--- src/rtl/alu_seq_pkg.sv ---
// Shared types and stage codes for the ALU input sequencer.
// The internal update state reports the same stage code as the result state.
package alu_seq_pkg;

  typedef enum logic [2:0] {
    S_A   = 3'd0,
    S_B   = 3'd1,
    S_OP  = 3'd2,
    S_RES = 3'd3,
    S_UPD = 3'd4
  } state_t;

  localparam logic [1:0] STAGE_A   = 2'd0;
  localparam logic [1:0] STAGE_B   = 2'd1;
  localparam logic [1:0] STAGE_OP  = 2'd2;
  localparam logic [1:0] STAGE_RES = 2'd3;

  localparam int OP_COUNT_W = 8;

  function automatic logic [1:0] stage_of(input state_t s);
    logic [1:0] code;
    case (s)
      S_A:          code = STAGE_A;
      S_B:          code = STAGE_B;
      S_OP:         code = STAGE_OP;
      S_UPD, S_RES: code = STAGE_RES;
      default:      code = STAGE_A;
    endcase
    return code;
  endfunction

endpackage

--- src/rtl/btn_sync_edge.sv ---
// Button synchronizer plus registered rising-edge detector.
// A press is only recognised once a genuine low sample has passed through the chain.
module btn_sync_edge #(
  parameter int SYNC_STAGES = 2
) (
  input  logic clk,
  input  logic reset,
  input  logic btn_i,
  output logic pulse_o
);

  logic [SYNC_STAGES-1:0] sync_q, sync_d;
  logic [SYNC_STAGES-1:0] fill_q, fill_d;
  logic                   prev_q, prev_d;
  logic                   armed_q, armed_d;
  logic                   pulse_q, pulse_d;
  logic                   synced;
  logic                   synced_valid;

  assign synced       = sync_q[SYNC_STAGES-1];
  assign synced_valid = fill_q[SYNC_STAGES-1];

  // fill_q marks when the synchronizer output holds a real sample rather than
  // its reset value, so a button held across reset release cannot arm early.
  always_comb begin
    sync_d  = {sync_q[SYNC_STAGES-2:0], btn_i};
    fill_d  = {fill_q[SYNC_STAGES-2:0], 1'b1};
    prev_d  = synced;
    armed_d = armed_q | (synced_valid & ~synced);
    pulse_d = synced & ~prev_q & armed_q;
  end

  always_ff @(posedge clk or negedge reset) begin
    if (!reset) begin
      sync_q  <= '0;
      fill_q  <= '0;
      prev_q  <= 1'b0;
      armed_q <= 1'b0;
      pulse_q <= 1'b0;
    end else begin
      sync_q  <= sync_d;
      fill_q  <= fill_d;
      prev_q  <= prev_d;
      armed_q <= armed_d;
      pulse_q <= pulse_d;
    end
  end

  assign pulse_o = pulse_q;

endmodule

--- src/rtl/alu_input_sequencer.sv ---
// Enter/back button front-end that issues ordered one-cycle load strobes to the ALU.
// All outputs are registered; the strobe and its data_in value appear in the same cycle.
module alu_input_sequencer
  import alu_seq_pkg::*;
#(
  parameter int N           = 16,
  parameter int SYNC_STAGES = 2
) (
  input  logic                  clk,
  input  logic                  reset,
  input  logic                  enter,
  input  logic                  back,
  input  logic [N-1:0]          data_sw,
  output logic [N-1:0]          data_in,
  output logic                  load_A,
  output logic                  load_B,
  output logic                  load_Op,
  output logic                  updateRes,
  output logic [1:0]            stage,
  output logic [OP_COUNT_W-1:0] op_count
);

  logic enter_p;
  logic back_p;
  logic accept_enter;

  state_t                  state_q, state_d;
  logic [N-1:0]            data_q, data_d;
  logic                    load_a_q, load_a_d;
  logic                    load_b_q, load_b_d;
  logic                    load_op_q, load_op_d;
  logic                    upd_q, upd_d;
  logic [1:0]              stage_q, stage_d;
  logic [OP_COUNT_W-1:0]   count_q, count_d;

  btn_sync_edge #(.SYNC_STAGES(SYNC_STAGES)) u_enter_sync (
    .clk     (clk),
    .reset   (reset),
    .btn_i   (enter),
    .pulse_o (enter_p)
  );

  btn_sync_edge #(.SYNC_STAGES(SYNC_STAGES)) u_back_sync (
    .clk     (clk),
    .reset   (reset),
    .btn_i   (back),
    .pulse_o (back_p)
  );

  // Back has priority: a coincident enter is dropped.
  assign accept_enter = enter_p & ~back_p;

  always_ff @(posedge clk or negedge reset) begin
    if (!reset) begin
      state_q   <= S_A;
      data_q    <= '0;
      load_a_q  <= 1'b0;
      load_b_q  <= 1'b0;
      load_op_q <= 1'b0;
      upd_q     <= 1'b0;
      stage_q   <= STAGE_A;
      count_q   <= '0;
    end else begin
      state_q   <= state_d;
      data_q    <= data_d;
      load_a_q  <= load_a_d;
      load_b_q  <= load_b_d;
      load_op_q <= load_op_d;
      upd_q     <= upd_d;
      stage_q   <= stage_d;
      count_q   <= count_d;
    end
  end

  always_comb begin
    state_d = state_q;
    case (state_q)
      S_A: begin
        if (accept_enter) state_d = S_B;
      end
      S_B: begin
        if (back_p)            state_d = S_A;
        else if (accept_enter) state_d = S_OP;
      end
      S_OP: begin
        if (back_p)            state_d = S_B;
        else if (accept_enter) state_d = S_UPD;
      end
      S_UPD: begin
        state_d = S_RES;
      end
      S_RES: begin
        if (back_p)            state_d = S_OP;
        else if (accept_enter) state_d = S_A;
      end
      default: begin
        state_d = S_A;
      end
    endcase
  end

  // Stage is computed from the next state so it lines up with the strobe cycle.
  always_comb begin
    data_d    = data_q;
    load_a_d  = 1'b0;
    load_b_d  = 1'b0;
    load_op_d = 1'b0;
    upd_d     = 1'b0;
    count_d   = count_q;
    stage_d   = stage_of(state_d);
    case (state_q)
      S_A: begin
        if (accept_enter) begin
          data_d   = data_sw;
          load_a_d = 1'b1;
        end
      end
      S_B: begin
        if (accept_enter) begin
          data_d   = data_sw;
          load_b_d = 1'b1;
        end
      end
      S_OP: begin
        if (accept_enter) begin
          data_d    = data_sw;
          load_op_d = 1'b1;
        end
      end
      S_UPD: begin
        upd_d   = 1'b1;
        count_d = count_q + 1'b1;
      end
      default: begin
      end
    endcase
  end

  assign data_in   = data_q;
  assign load_A    = load_a_q;
  assign load_B    = load_b_q;
  assign load_Op   = load_op_q;
  assign updateRes = upd_q;
  assign stage     = stage_q;
  assign op_count  = count_q;

endmodule

--- config.mk ---
export PLATFORM = sky130hd
export DESIGN_NAME = alu_input_sequencer
export DESIGN_NICKNAME = d
export VERILOG_FILES = /design/src/rtl/alu_seq_pkg.sv /design/src/rtl/btn_sync_edge.sv /design/src/rtl/alu_input_sequencer.sv
export SDC_FILE = /design/constraint.sdc
export NUM_CORES = 1
export LEC_CHECK = 0
export ABC_AREA = 1
export ABC_CLOCK_PERIOD_IN_PS = 1600
export BUFFER_PORTS_ARGS = -buffer_cell sky130_fd_sc_hd__clkbuf_2
export CAP_MARGIN = 20
export CORE_MARGIN = 4
export CORE_UTILIZATION = 51
export CTS_BUF_LIST = sky130_fd_sc_hd__clkbuf_4 sky130_fd_sc_hd__clkbuf_8 sky130_fd_sc_hd__clkbuf_16
export CTS_CLUSTER_SIZE = 14
export DETAILED_ROUTE_END_ITERATION = 10
export GPL_ROUTABILITY_DRIVEN = 0
export GPL_TIMING_DRIVEN = 0
export PLACE_DENSITY = 0.75
export SYNTH_ARGS = -nofsm -noshare
export SYNTH_HDL_FRONTEND = slang
export SYNTH_SLANG_ARGS = --single-unit
--- constraint.sdc ---
create_clock -name clk -period 1.6 [get_ports clk]
set_clock_uncertainty 0.2 [all_clocks]
set_input_delay 0.16 -clock clk [delete_from_list [all_inputs] [get_ports clk]]
set_output_delay 0.16 -clock clk [all_outputs]
set_load 0.005 [all_outputs]
Yosys cells after proc, flatten, opt, wreduce, memory -nomap -nowiden
Cells that the tools add are included.

word-level totals
  input bits = 20
  word-level logic and storage cells = 59
  bits in latches = 0
  memory bits (read-only) = 0
  memory bits (writable) = 0
  memories = 0
  bits in registers = 47
  output and inout bits = 30

cells by class
  div/mod/pow operators = 0
  eq/ne operators = 8
  reductions and logical operators = 4
  bitwise logic cells = 14
  $add $sub $neg = 1
  multipliers = 0
  mux-type cells = 14
  $lt $le $gt $ge = 0
  shift-type cells = 0

operators by type and width
  cell                   number
  $mux W3                7
  $pmux W3 S5            1
  $eq A3 B2 Y1 const B   4
  $add A8 B1 Y8 const B  1
  $and A1 B1 Y1          7
  $eq A3 B1 Y1 const B   2
  $eq A3 B3 Y1 const B   2
  $pmux W2 S3            1
  $mux W1                5
  $not A1 Y1             5
  $logic_not A3 Y1       1
  $reduce_or A3 Y1       1
  $or A1 B1 Y1           2
  $reduce_and A2 Y1      1
  $reduce_or A2 Y1       1

Longest topological paths before layout
  depth after elaboration = 8
  gate-level depth with buffers = 7
  mapped depth without buffers = 7

By module
From an unflattened synthesis, not the netlist that was laid out.

second synthesis, totals
  cells, all modules = 194
  area total of the unflattened synthesis = 1909.3 um^2

modules (own cells, without submodules)
  module               times used  area each (um^2)  seq. area each (um^2)  cells each
  alu_input_sequencer  1           1501.4            825.8                  166
  btn_sync_edge        2           203.9             175.2                  14

Worst setup path before layout
OpenSTA, ideal clock, no wires.

  kind = register to register
  start point = register state_q[0]
  end point = register count_q[3], in the netlist op_count[3]
  path slack = 297 ps
  buffers on the path = 0
  data arrival time = 979 ps
  setup time = 124 ps
  cell stages (with the launch flop) = 6
  required time = 1276 ps
  clock period less this slack = 1303 ps
  path through = dfrtp_1 > nor2_1 > nand2_2 > inv_2 > nand2_1 > xnor2_1

on the way
  longest elaborated chain between the ends = 1

RTL lines
  item                    line                        RTL
  from (decl)             alu_input_sequencer.sv:27   state_t state_q, state_d;
  from (signal assigned)  alu_input_sequencer.sv:64   state_q <= state_d;
  $eq A3 B3 Y1            alu_input_sequencer.sv:111  case (state_q)
  to (signal assigned)    alu_input_sequencer.sv:71   count_q <= count_d;
  to (decl)               alu_input_sequencer.sv:34   logic [OP_COUNT_W-1:0] count_q, count_d;

No other way between the ends.
A chain may end at the register's enable or synchronous reset.

Worst setup path in the final report
  start point = register u_back_sync.pulse_q, in the netlist u_back_sync.pulse_o
  end point = register data_q[13], in the netlist data_in[13]

on the way
  longest elaborated chain between the ends = 3

RTL lines
  item                                line                       RTL
  from (decl)                         btn_sync_edge.sv:16        logic pulse_q, pulse_d;
  from (signal assigned)              btn_sync_edge.sv:45        pulse_q <= pulse_d;
  $not A1 Y1                          alu_input_sequencer.sv:51  assign accept_enter = enter_p & ~back_p;
  $and A1 B1 Y1                       alu_input_sequencer.sv:51
  $reduce_and A2 Y1 (no source line)  --
  to (signal assigned)                alu_input_sequencer.sv:65  data_q <= data_d;
  to (decl)                           alu_input_sequencer.sv:28  logic [N-1:0] data_q, data_d;

No other way between the ends.

==> run_results.csv <==
group,metric,value,unit
pwr,p_sw,701,uW
clock_network,tritoncts,"yes",
timing,slew_viol_final,0,
place,post-place-cells,281,
setup_path,crit_chain,"inv_1 > nand2_1 > inv_2 > o211ai_4 > buf_6 > nand2_1 > o21ai_0",
final_layout,drive_gt1_share,30.8,%
setup_path,r2r-start,"u_back_sync.pulse_o",
setup_path,worstPathArrival,1.47,ns
synth,synth-xor-area-share,1.92,%
synth,synth_top_family_by_area,"simple AND/OR/NAND/NOR gates",
routing,drt_iter0_drc,72,
clock_network,cts-root-buf,"clkbuf_4",
global_route,grt_usage,17.6,%
floorplanning,ios,50,
routing,totalWireLength,3440,um
synth,yosys_most_used_dff,"dfrtp_1",
pwr,p_leak,1.34,nW
final_layout,fin_nets,283,
routing,wl_per_cell,11.1,um
routing,vias_per_cell,4.61,
setup_path,required,1.64,ns
setup_path,startpoint_type,"flop",
final_layout,stdcell_count,309,
run,max-cap-violations,0,
synth,async_flop_share,100,%
global_route,grt_max_degree,46,
timing,fin_crit,1.43,ns
synth,syn_nets,207,
synth,syn-instance-count,186,
pwr,sw_frac_of_total,27.6,%
floorplanning,rows,21,
timing,fmax,0.698,GHz
timing,rsz0062_at_grt,"false",
outcome,status,"complete, no violations",
synth,synth_top_area_cell,"dfrtp_1",
clock_network,htreeDepth,2,
routing,ant_nets,0,
pwr,intPower,1.84,mW
setup_path,r2r_end,"data_in[13]",
pwr,total_power,2.54,mW
setup_path,cpPeakStageDelay,0.41,ns
final_layout,fillCellCount,245,
synth,synth-simple-area-share,16.7,%
synth,synth_adder_area_share,0.687,%
pwr,p_per_area,1050,nW/um2
timing,fin_setup_tns,0,ns
floorplanning,die-area,4590,um2
routing,first_pass_iters,4,
clock_network,path_clk_slew,0.13,ns
pwr,p_seq_share,54.0,%
synth,syn_avg_cell_area,9.79,um2
global_route,antenna_found_initial,0,
timing,fin_crit_sh,89.5,%
synth,synth.top_cell.area_share,61.8,%
synth,synth-edff-count,0,
synth,synth.most_common_cell,"nand2_1",
floorplanning,fp.dieW,67.8,um
final_layout,syn_to_final_growth,32.9,%
setup_path,worstSetupPathType,"reg2reg",
global_route,grt_pass1_wl,5950,um
clock_network,clockBufferDepth,2,
final_layout,antenna_cells,0,
setup_path,reg2reg_depth,7,
timing,setup_viol,0,
synth,synthTopCellsByCount,"nand2_1, dfrtp_1, inv_1, o21ai_2, nor2_1",
synth,yosys_warnings,0,
floorplanning,start_util,53.7,%
floorplanning,die_h,67.8,um
synth,syn-cell-area,1820,um2
pwr,p_clk_share,27.4,%
place,hpwlAfterDp,2270,um
setup_path,crit_slowest_cell,"dfrtp_1",
timing,hold_viol,0,
setup_path,reg2reg_slack,0.17,ns
global_route,grt_overflow,0,
pwr,pwr-share-comb,18.6,%
global_route,grt_pass1_vias,1351,
setup_path,critPathMaxFanout,10,
pwr,peakVddDrop,0.814,mV
setup_path,cpMostUsedCell,"nand2_1",
routing,drc,0,
clock_network,clock-sinks,45,
clock_network,tritoncts.num_buffers,5,
setup_path,cp-end-kind,"flop",
synth,synth_area_leaders,"dfrtp_1, nand2_1, o21ai_2",
worst_hold_path,hold_class,"in2async",
synth,synth_seq_cells,45,
routing,via_count,1424,
synth,yosys-mux-area-fraction,0,%
synth,synth_compound_area_share,10.4,%
place,port_buffers,49,
clock_network,insertion_delay,0.35,ns
synth,yosysSeqAreaShare,61.8,%
floorplanning,core,3390,um2
synth,synth.distinct_cells,20,
final_layout,final_core_util,71.4,%
state kept, by name, indices dropped and copies added, names as in the netlist, 2 cells and up:
register             count
state_q                  3
data_in                 16
stage                    2
u_back_sync.sync_q       2
u_back_sync.fill_q       2
op_count                 8
u_enter_sync.sync_q      2
routing by layer:
| layer | share of wire (%) | up-vias | track usage [%] |
|---|---|---|---|
| li1 | - | 720 | - |
| met1 | 44 | 650 | 22.1 |
| met2 | 48 | 46 | 27.9 |
| met3 | 6.2 | 8 | 4.83 |
| met4 | 1.9 | 0 | 8.35 |
| met5 | 0 | - | 0 |
cell families (layout without fill, tap and decap cells):
family / Yosys count / count (layout)
AND/OR/NAND/NOR: 77 / 77
flip-flops: 45 / 45
buffers and inverters: 34 / 111
AO/OA/AOI/OAI: 24 / 24
XOR/XNOR: 4 / 4
adder cells (fa/ha/maj): 1 / 1
other: 1 / 1
power groups by stage:
stage	Combinational (mW)	Clock, mW	Sequential (mW)
after CTS	0.469	0.711	1.37
after floorplan	0.216	0	1.39
final	0.473	0.695	1.37
after global routing	0.534	0.777	1.39
after global placement	0.421	0	1.39
after detailed placement	0.432	0	1.39
cells in the final DEF, fill, tap and decap left out:
master / count
nand2_1: 56
clkbuf_2: 49
dfrtp_1: 45
inv_1: 27
dlygate4sd3_1: 19
o21ai_2: 13
nor2_1: 10
nand3_1: 7
clkbuf_4: 5
inv_2: 4
a21oi_1: 3
o21ai_0: 3
buf_6: 3
xor2_1: 3
o21bai_1: 2
o21ai_1: 2
nor2_2: 1
nand2_2: 1
nor3_1: 1
nor4_1: 1
o211ai_4: 1
xnor2_1: 1
ha_1: 1
bufinv_16: 1
clkinv_4: 1
clkinvlp_4: 1
buf_12: 1
conb_1: 1
how the worst max path moves through the flow:
stage	startpoint	depth (start not counted)	slack, ns	endpoint
after floorplan	state_q[0]	5	0.30	op_count[3]
after global placement	state_q[0]	5	0.14	op_count[3]
after detailed placement	state_q[0]	5	0.14	op_count[3]
after CTS	state_q[0]	5	0.12	op_count[3]
after global routing	state_q[0]	5	0.04	op_count[3]
final	u_back_sync.pulse_o	7	0.17	data_in[13]
timing repair:
item / in CTS / in global routing
buffers inserted: 0 / 0
hold endpoints to repair: 63 / 0
hold buffers: 19 / 0
gates resized for setup: 0 / 1
setup endpoints to repair: 0 / 1
per-stage QoR:
stage,cell area (um2),setup WS (ns),hold WS [ns]
6_report,2420,0.168,0.0477
5_1_grt,2420,0.0426,0.0493
4_1_cts,2400,0.125,0.169
3_5_place_dp,2120,0.137,0.0731
3_3_place_gp,2120,0.136,0.0679
2_1_floorplan,1820,0.297,-0.336
worst max-delay path, delay by kind of cell, from the launching register on:
kind | cells | cell delay (ns)
simple gates | 2 | 0.17
buf+inv | 3 | 0.36
flops | 1 | 0.41
compound gates | 2 | 0.17
cell type report:
class	count	area, um2	share of cell area [%]
sequential	45	1130	46.5
tap	46	57.6	2.38
multi-input combinational	107	548	22.6
clock buffer	5	37.5	1.55
inverter	31	116	4.81
buffer	3	33.8	1.40
clock inverter	3	46.3	1.91
timing repair buffer	69	455	18.8
No activity file was read; power rests on OpenSTA's default activity.
